[config.mk]
export PLATFORM = sky130hd
export DESIGN_NAME = apb_i2c_regfile
export DESIGN_NICKNAME = d
export VERILOG_FILES = /design/src/rtl/apb_i2c_regfile.sv
export SDC_FILE = /design/constraint.sdc
export NUM_CORES = 1
export LEC_CHECK = 0
export ABC_AREA = 1
export CAP_MARGIN = 0
export CORE_ASPECT_RATIO = 0.75
export CORE_MARGIN = 3
export CORE_UTILIZATION = 49
export CTS_BUF_LIST = sky130_fd_sc_hd__clkbuf_8
export DETAILED_ROUTE_END_ITERATION = 6
export PLACE_DENSITY = 0.9
export REMOVE_ABC_BUFFERS = 1
export SLEW_MARGIN = 30
export SYNTH_ARGS = -nofsm -noshare
export SYNTH_HDL_FRONTEND = slang
export SYNTH_SLANG_ARGS = --single-unit
[constraint.sdc]
create_clock -name i_pclk -period 3.5 [get_ports i_pclk]
set_input_delay 0.7 -clock i_pclk [delete_from_list [all_inputs] [get_ports i_pclk]]
set_output_delay 0.7 -clock i_pclk [all_outputs]
set_load 0.05 [all_outputs]
[src/rtl/apb_i2c_regfile.sv]
// APB slave register file for an I2C controller core.
// Holds prescale/address/command registers, a transmit data latch and a level-set,
// write-one-to-clear interrupt status with enable mask. Transfers may be stretched by a
// fixed number of PREADY-low wait cycles; all side effects happen only on completion.
module apb_i2c_regfile #(
  parameter int unsigned DATA_W      = 8,
  parameter int unsigned ADDR_W      = 8,
  parameter int unsigned WAIT_STATES = 0
) (
  input  logic              i_pclk,
  input  logic              i_preset,
  input  logic              i_psel,
  input  logic              i_penable,
  input  logic              i_pwrite,
  input  logic [ADDR_W-1:0] i_paddr,
  input  logic [DATA_W-1:0] i_pwdata,
  output logic [DATA_W-1:0] o_prdata,
  output logic              o_pready,
  output logic              o_pslverr,
  input  logic [DATA_W-1:0] i_status_reg,
  input  logic [DATA_W-1:0] i_rx_data,
  input  logic [3:0]        i_irq_src,
  output logic [DATA_W-1:0] o_tx_data,
  output logic              o_tx_push,
  output logic              o_rx_pop,
  output logic [DATA_W-1:0] o_prescale_reg,
  output logic [DATA_W-1:0] o_address_reg,
  output logic [DATA_W-1:0] o_command_reg,
  output logic              o_irq
);

  // Word offsets (byte address bits [4:2])
  localparam logic [2:0] OffPrescale = 3'd0;
  localparam logic [2:0] OffAddr     = 3'd1;
  localparam logic [2:0] OffStatus   = 3'd2;
  localparam logic [2:0] OffTxData   = 3'd3;
  localparam logic [2:0] OffRxData   = 3'd4;
  localparam logic [2:0] OffCmd      = 3'd5;
  localparam logic [2:0] OffIrqEn    = 3'd6;
  localparam logic [2:0] OffIrqStat  = 3'd7;

  localparam logic [2:0] WaitCnt = 3'(WAIT_STATES);

  typedef enum logic {StIdle, StAccess} state_e;

  state_e            r_state;
  logic [2:0]        r_cnt;
  logic [DATA_W-1:0] r_prescale;
  logic [DATA_W-1:0] r_address;
  logic [DATA_W-1:0] r_command;
  logic [DATA_W-1:0] r_tx_data;
  logic [3:0]        r_irq_en;
  logic [3:0]        r_irq_stat;
  logic              r_irq;

  logic              w_hi_zero;
  logic              w_mapped;
  logic [2:0]        w_off;
  logic              w_err;
  logic [DATA_W-1:0] w_rdata;
  logic              w_done;
  logic              w_wr_ok;
  logic              w_rd_ok;
  logic [3:0]        w_w1c;

  // Address bits above the 32-byte window must be zero to hit the map
  if (ADDR_W > 5) begin : g_hi
    assign w_hi_zero = (i_paddr[ADDR_W-1:5] == '0);
  end else begin : g_no_hi
    assign w_hi_zero = 1'b1;
  end

  assign w_off    = i_paddr[4:2];
  assign w_mapped = w_hi_zero && (i_paddr[1:0] == 2'b00);

  // Reset overrides any in-flight access, so completion is suppressed while it is held
  assign o_pready = ~i_preset & i_psel & i_penable & (r_cnt == WaitCnt);
  assign w_done   = o_pready;
  assign w_wr_ok  = w_done & ~w_err & i_pwrite;
  assign w_rd_ok  = w_done & ~w_err & ~i_pwrite;

  // Decode the current-cycle address into an error flag and read value
  always_comb begin
    w_err   = 1'b0;
    w_rdata = '0;
    if (!w_mapped) begin
      w_err = 1'b1;
    end else begin
      case (w_off)
        OffPrescale: w_rdata = r_prescale;
        OffAddr:     w_rdata = r_address;
        OffStatus: begin
          w_err   = i_pwrite;
          w_rdata = i_status_reg;
        end
        OffTxData:   w_err = ~i_pwrite | i_status_reg[DATA_W-1];
        OffRxData: begin
          w_err   = i_pwrite | i_status_reg[DATA_W-2];
          w_rdata = i_rx_data;
        end
        OffCmd:      w_rdata = r_command;
        OffIrqEn:    w_rdata = {{(DATA_W-4){1'b0}}, r_irq_en};
        OffIrqStat:  w_rdata = {{(DATA_W-4){1'b0}}, r_irq_stat};
        default:     w_err = 1'b1;
      endcase
    end
  end

  assign o_prdata  = w_rd_ok ? w_rdata : '0;
  assign o_pslverr = w_done & w_err;
  assign o_tx_push = w_wr_ok & (w_off == OffTxData);
  assign o_rx_pop  = w_rd_ok & (w_off == OffRxData);

  assign w_w1c = (w_wr_ok && (w_off == OffIrqStat)) ? i_pwdata[3:0] : 4'b0000;

  // Transfer FSM and wait counter; the counter runs on every stalled access-phase cycle
  always_ff @(posedge i_pclk) begin
    if (i_preset) begin
      r_state <= StIdle;
      r_cnt   <= 3'd0;
    end else begin
      case (r_state)
        StIdle:   if (i_psel && i_penable) r_state <= StAccess;
        StAccess: if (o_pready || !i_psel) r_state <= StIdle;
        default:  r_state <= StIdle;
      endcase
      if (i_psel && i_penable && !o_pready) begin
        r_cnt <= r_cnt + 3'd1;
      end else begin
        r_cnt <= 3'd0;
      end
    end
  end

  // Register writes on successful completion; interrupt set beats same-cycle clear
  always_ff @(posedge i_pclk) begin
    if (i_preset) begin
      r_prescale <= '0;
      r_address  <= '0;
      r_command  <= '0;
      r_tx_data  <= '0;
      r_irq_en   <= 4'b0000;
      r_irq_stat <= 4'b0000;
      r_irq      <= 1'b0;
    end else begin
      if (w_wr_ok) begin
        case (w_off)
          OffPrescale: r_prescale <= i_pwdata;
          OffAddr:     r_address  <= i_pwdata;
          OffTxData:   r_tx_data  <= i_pwdata;
          OffCmd:      r_command  <= i_pwdata;
          OffIrqEn:    r_irq_en   <= i_pwdata[3:0];
          default:     ;
        endcase
      end
      r_irq_stat <= (r_irq_stat & ~w_w1c) | i_irq_src;
      r_irq      <= |(r_irq_stat & r_irq_en);
    end
  end

  assign o_tx_data      = r_tx_data;
  assign o_prescale_reg = r_prescale;
  assign o_address_reg  = r_address;
  assign o_command_reg  = r_command;
  assign o_irq          = r_irq;

endmodule

==> impl_metrics.toml, run 1 <==
[outcome]
outcome = "completed"

[grt]
grt_max_degree = 42
antenna_found_initial = 0
grt_remaining_overflow = 0
grt_pass1_wl_mm = 11.80
grt_usage_pct = 26.95
grt_pass1_vias = 2462

[drt]
drt_iter0_drc = 255
ant_nets = 0
wl_mm = 7.389
post_drt_wl_per_cell_um = 16.17
firstDrtPassIters = 5
via_count = 2559
drc = 0
via_per_inst = 5.600

[sta]
hold_viol = 0
timing.fmax_ghz = 0.2981
fin_worst_skew_ps = 8.446
tightest_slew_ps = 573.6
whs_ps = 457.2
slew_violations = 0
relSlewSlack_pct = 61.76
finalCritPeriodShare_pct = 95.85
finalSetupViolCount = 0
period_minus_slack_ps = 3355
final.setup.tns_ps = 0
rsz0062_at_grt = "no"

[synth]
synth-edff-count = 0
async_flop_share_pct = 0
yosysWarningCount = 0
ys_seq_elements = 44
ys_types = 30
synth_ff_type = "dfxtp_1"
syn_inst = 313
syn_avg_cell_area_um2 = 7.303
ys_seq_area_share_pct = 38.53
netlist_area_mm2 = 0.002286

[power_and_ir_drop]
p_per_area_mw_per_mm2 = 274.9
leakage_nw = 1.235
ir_drop_v = 0.0002215
power_mw = 0.9303

[critical_path]
cp_top_family = "buffers and inverters"
critPathKind = "primary input to primary output"
critical_path.cell_chain = "clkdlybuf4s50_1 -> nor2_2 -> nand2_1 -> clkinv_1 -> a21oi_1 -> a211oi_1 -> buf_12"
timing.critical_path.buf_inv = 3
cp.required_ps = 2800
slowest_delay_ps = 540
start_kind = "primary input"
crit_fanout = 9
cp.arrival_ps = 2650
endpoint_kind = "primary output"
cpMaxStageDelayCell = "clkdlybuf4s50_1"

[job]
maxCapViolations = 0

[clock_network]
cts_resized = 0
clk_pin_slew_worst_paths_ps = 70
clkLatencyLatePin_ps = 300
cts_made_buffers = 5
cts_tree = "done"
post-cts-setup-buffers = 0
cts_max_path_buffers = 2
hold_buffers = 0
root_buffer = "clkbuf_8"
cts_max_level = 2
clock_sinks = 44

[final_layout]
design_area_mm2 = 0.003385
fillCellCount = 311
nNetsFinal = 445
drive_gt1_share_pct = 15.92
antenna_cells = 0
final-instance-count-excl-fill = 457
area_growth_pct = 48.06

[die]
core_area_mm2 = 0.004254
die_h_um = 65.15
start_util_pct = 53.74
die-area_mm2 = 0.005529
fp-row-count = 20
die_w_um = 84.87
ios = 86

[place]
postPlaceCellArea_mm2 = 0.003303
routabilityCongestion = 0.9343
hpwl_mm = 5.373
place_inst = 450
io_buffers = 85

[min_path]
hold_class = "flop to flop"
[cell usage in the layout (no fill, tap or decap), types with 2 or more instances in the layout]
master	instances
clkbuf_8	5
inv_1	25
nand2_1	118
a22o_1	2
nor3_1	7
clkdlybuf4s50_1	73
nand3_2	2
dfxtp_1	44
nand3_1	11
o21ai_0	5
ha_1	2
clkinv_1	3
a21oi_2	25
buf_4	4
nor2_1	11
inv_4	3
nor2_2	2
nand3_4	4
a21oi_1	20
a211oi_1	6
buf_12	11
nand4_1	7
[synthesized netlist by cell type (3+ instances only)]
master	number	area share, %
a211oi_1	6	2.0
a21oi_1	20	4.4
a21oi_2	25	9.6
clkbuf_1	5	0.82
clkinv_1	3	0.49
dfxtp_1	44	39
inv_1	25	4.1
inv_4	3	0.82
nand2_1	118	19
nand3_1	11	2.4
nand3_4	4	3.1
nand4_1	7	1.9
nor2_1	11	1.8
nor3_1	7	1.5
o21ai_0	5	1.1
[cell type report]
type | count | area [um2] | area share, %
Inverter | 33 | 136.4 | 4.030
Clock buffer | 5 | 68.82 | 2.033
Sequential cell | 44 | 880.8 | 26.03
Tap cell | 55 | 68.82 | 2.033
Multi-Input combinational cell | 229 | 1231 | 36.38
Timing Repair Buffer | 89 | 985.9 | 29.13
Clock inverter | 2 | 12.51 | 0.3697
[per-stage QoR]
step | utilization [%] | worst slack [ps]
floorplan | - | 49.01
global placement | 77.65 | 267.8
detailed placement | 77.65 | 161.3
CTS | 79.56 | 154.1
global route | 79.56 | 16.91
finish | 79.56 | 145.4
[layer usage]
layer | GRT usage (%) | part of all wire, % | up-vias | routed length, um
li1 | - | - | 1198 | -
met2 | 44.43 | 46 | 156 | 3409
met5 | 0 | 0 | - | 0
met1 | 34.65 | 41 | 1188 | 3064
met4 | 9.091 | 1.4 | 0 | 105
met3 | 6.767 | 11 | 17 | 811
[report_power, final]
part / internal, mW / leakage, nW / switching (mW) / total, mW
combinational: 0.0543 / 0.839 / 0.0618 / 0.116
clock: 0.135 / 0.0400 / 0.173 / 0.308
sequential: 0.503 / 0.356 / 0.00245 / 0.506
total: 0.693 / 1.23 / 0.237 / 0.930
[kinds of logic (layout without fill, tap and decap cells)]
| kind of cell | after synthesis | in the layout | synth area share (%) |
|---|---|---|---|
| AO/OA/AOI/OAI | 60 | 60 | 18.50 |
| XOR/XNOR | 1 | 1 | 0.3832 |
| adder cells (fa/ha/maj) | 2 | 2 | 1.095 |
| buffers and inverters | 40 | 129 | 7.608 |
| flip-flops | 44 | 44 | 38.53 |
| AND/OR/NAND/NOR | 166 | 166 | 33.88 |
[worst register-to-register path, cell delays in order, from the launching register on]
cell     delay (ps)
dfxtp_1         330
inv_1            60
ha_1            130
inv_1            40
nor2_1           90
nand2_1         170
nor2_8          160
buf_4           220
nand3_4         190
inv_4           170
nand2_1          90
a21oi_2         130
[worst paths after layout]
| kind | startpoint | to | slack, ps | cells after the start |
|---|---|---|---|---|
| setup / recovery | i_paddr[3] | o_prdata[3] | 150 | 7 |
| hold / removal | r_cnt[0] | r_cnt[0] | 460 | 1 |
| setup reg to reg | r_cnt[0] | o_command_reg[6] | 1660 | 11 |
| hold reg to reg | r_cnt[0] | r_cnt[0] | 460 | 1 |
No activity file was read; power rests on OpenSTA's default activity.
==> inputs of run 2 (changes only) <==
--- a/config.mk
+++ b/config.mk
@@ -12,8 +12,7 @@
 export CORE_UTILIZATION = 49
 export CTS_BUF_LIST = sky130_fd_sc_hd__clkbuf_8
 export DETAILED_ROUTE_END_ITERATION = 6
-export PLACE_DENSITY = 0.9
-export REMOVE_ABC_BUFFERS = 1
+export PLACE_DENSITY_LB_ADDON = 0.12
 export SLEW_MARGIN = 30
 export SYNTH_ARGS = -nofsm -noshare
 export SYNTH_HDL_FRONTEND = slang
==> impl_metrics.toml, run 2 (synthesis results as in run 1) <==
[outcome]
outcome = "completed"

[critical_path]
crit_fanout = 7
cpMaxStageDelayCell = "clkdlybuf4s50_1"
r2r-start = "r_cnt[0]"
critPathKind = "primary input to primary output"
cp.arrival_ps = 2650
timing.rr.end = "o_prescale_reg[6]"
timing.critical_path.buf_inv = 4
start_kind = "primary input"
r2r.worst_path.cells = 11
cp_top_family = "buffers and inverters"
r2r_slack_ps = 1640
slowest_delay_ps = 530
endpoint_kind = "primary output"
cp.required_ps = 2800
critical_path.cell_chain = "clkdlybuf4s50_1 -> inv_1 -> nand3_1 -> inv_1 -> nand2_1 -> nand2_1 -> a21oi_1 -> a211oi_1 -> buf_12"

[grt]
grt_usage_pct = 27.55
grt_remaining_overflow = 0
antenna_found_initial = 0
grt_pass1_wl_mm = 11.87
grt_pass1_vias = 2382
grt_max_degree = 42

[min_path]
min_from = "r_cnt[0]"
holdPathStages = 1
hold_end = "r_cnt[0]"
hold_class = "flop to flop"

[final_layout]
fillCellCount = 331
final_common_cell = "nand2_1"
area_growth_pct = 48.06
antenna_cells = 0
nNetsFinal = 445
design_area_mm2 = 0.003385
drive_gt1_share_pct = 15.92
final-instance-count-excl-fill = 457
layout_common_cells = "nand2_1, clkdlybuf4s50_1, dfxtp_1"

[drt]
firstDrtPassIters = 6
ant_nets = 0
drt_iter0_drc = 217
via_per_inst = 5.451
wl_mm = 7.257
drc = 0
via_count = 2491
post_drt_wl_per_cell_um = 15.88

[clock_network]
cts_max_level = 2
hold_buffers = 0
clk_pin_slew_worst_paths_ps = 80
cts_max_path_buffers = 2
clock_sinks = 44
post-cts-setup-buffers = 0
cts_tree = "done"
cts_made_buffers = 5
clkLatencyLatePin_ps = 290
root_buffer = "clkbuf_8"
cts_resized = 0

[die]
die_w_um = 84.87
fp-row-count = 20
die-area_mm2 = 0.005529
die_h_um = 65.15
ios = 86
start_util_pct = 53.74
core_area_mm2 = 0.004254

[sta]
final.setup.tns_ps = 0
finalCritPeriodShare_pct = 95.73
slew_violations = 0
hold_viol = 0
timing.fmax_ghz = 0.2985
finalSetupViolCount = 0
setup_ws_ps = 149.5
tightest_slew_ps = 570.3
relSlewSlack_pct = 61.98
rsz0062_at_grt = "no"
period_minus_slack_ps = 3351
fin_worst_skew_ps = 2.392

[power_and_ir_drop]
leakage_nw = 1.235
p_per_area_mw_per_mm2 = 272.7
power_mw = 0.9230
ir_drop_v = 0.0002261

[place]
hpwl_mm = 5.429
io_buffers = 85
dp_slack_ps = 212.2
routabilityCongestion = 0.9929
place_inst = 450
postPlaceCellArea_mm2 = 0.003303

[synth]
synth_nets = 356

[job]
maxCapViolations = 0
==> run 2: cell counts in the layout (fill, tap and decap cells not counted) <==
No cell type changed its count.
==> run 2: worst max path at each step <==
stage / start / to / slack [ps] / cells past startpoint
detailed placement: i_paddr[2] / o_prdata[1] / 210 / 7
global placement: i_paddr[4] / o_prdata[1] / 270 / 8
floorplan: i_paddr[6] / o_prdata[1] / 50 / 6
global route: i_paddr[4] / o_prdata[1] / 30 / 9
CTS: i_paddr[3] / o_tx_push / 200 / 10
finish: i_paddr[4] / o_prdata[1] / 150 / 9
==> run 2: layout make-up <==
type	count	area, um2	area share, %
tap	55	68.82	2.033
timing repair buffer	89	985.9	29.13
sequential	44	880.8	26.03
clock buffer	5	68.82	2.033
inverter	33	136.4	4.030
multi-input combinational	229	1231	36.38
clock inverter	2	12.51	0.3697
==> run 2: metrics by stage <==
stage                     util [%]  hold WS [ps]
final                        79.56         452.7
after global routing         79.56         472.5
after CTS                    79.56         453.0
after detailed placement     77.65         435.0
after global placement       77.65         430.2
after floorplan                  -         417.3
==> run 2: report_power, final <==
part | switching [mW] | internal [mW] | total, mW
Combinational | 0.0628 | 0.0544 | 0.117
Clock | 0.165 | 0.135 | 0.300
Sequential | 0.00244 | 0.503 | 0.506
==> run 2: routing by layer <==
| layer | GRT usage [%] | share of wire (%) | up-vias |
|---|---|---|---|
| li1 | - | - | 1201 |
| met1 | 37.71 | 43 | 1137 |
| met2 | 42.48 | 46 | 142 |
| met3 | 8.772 | 10 | 11 |
| met4 | 6.522 | 0.96 | 0 |
| met5 | 0 | 0 | - |
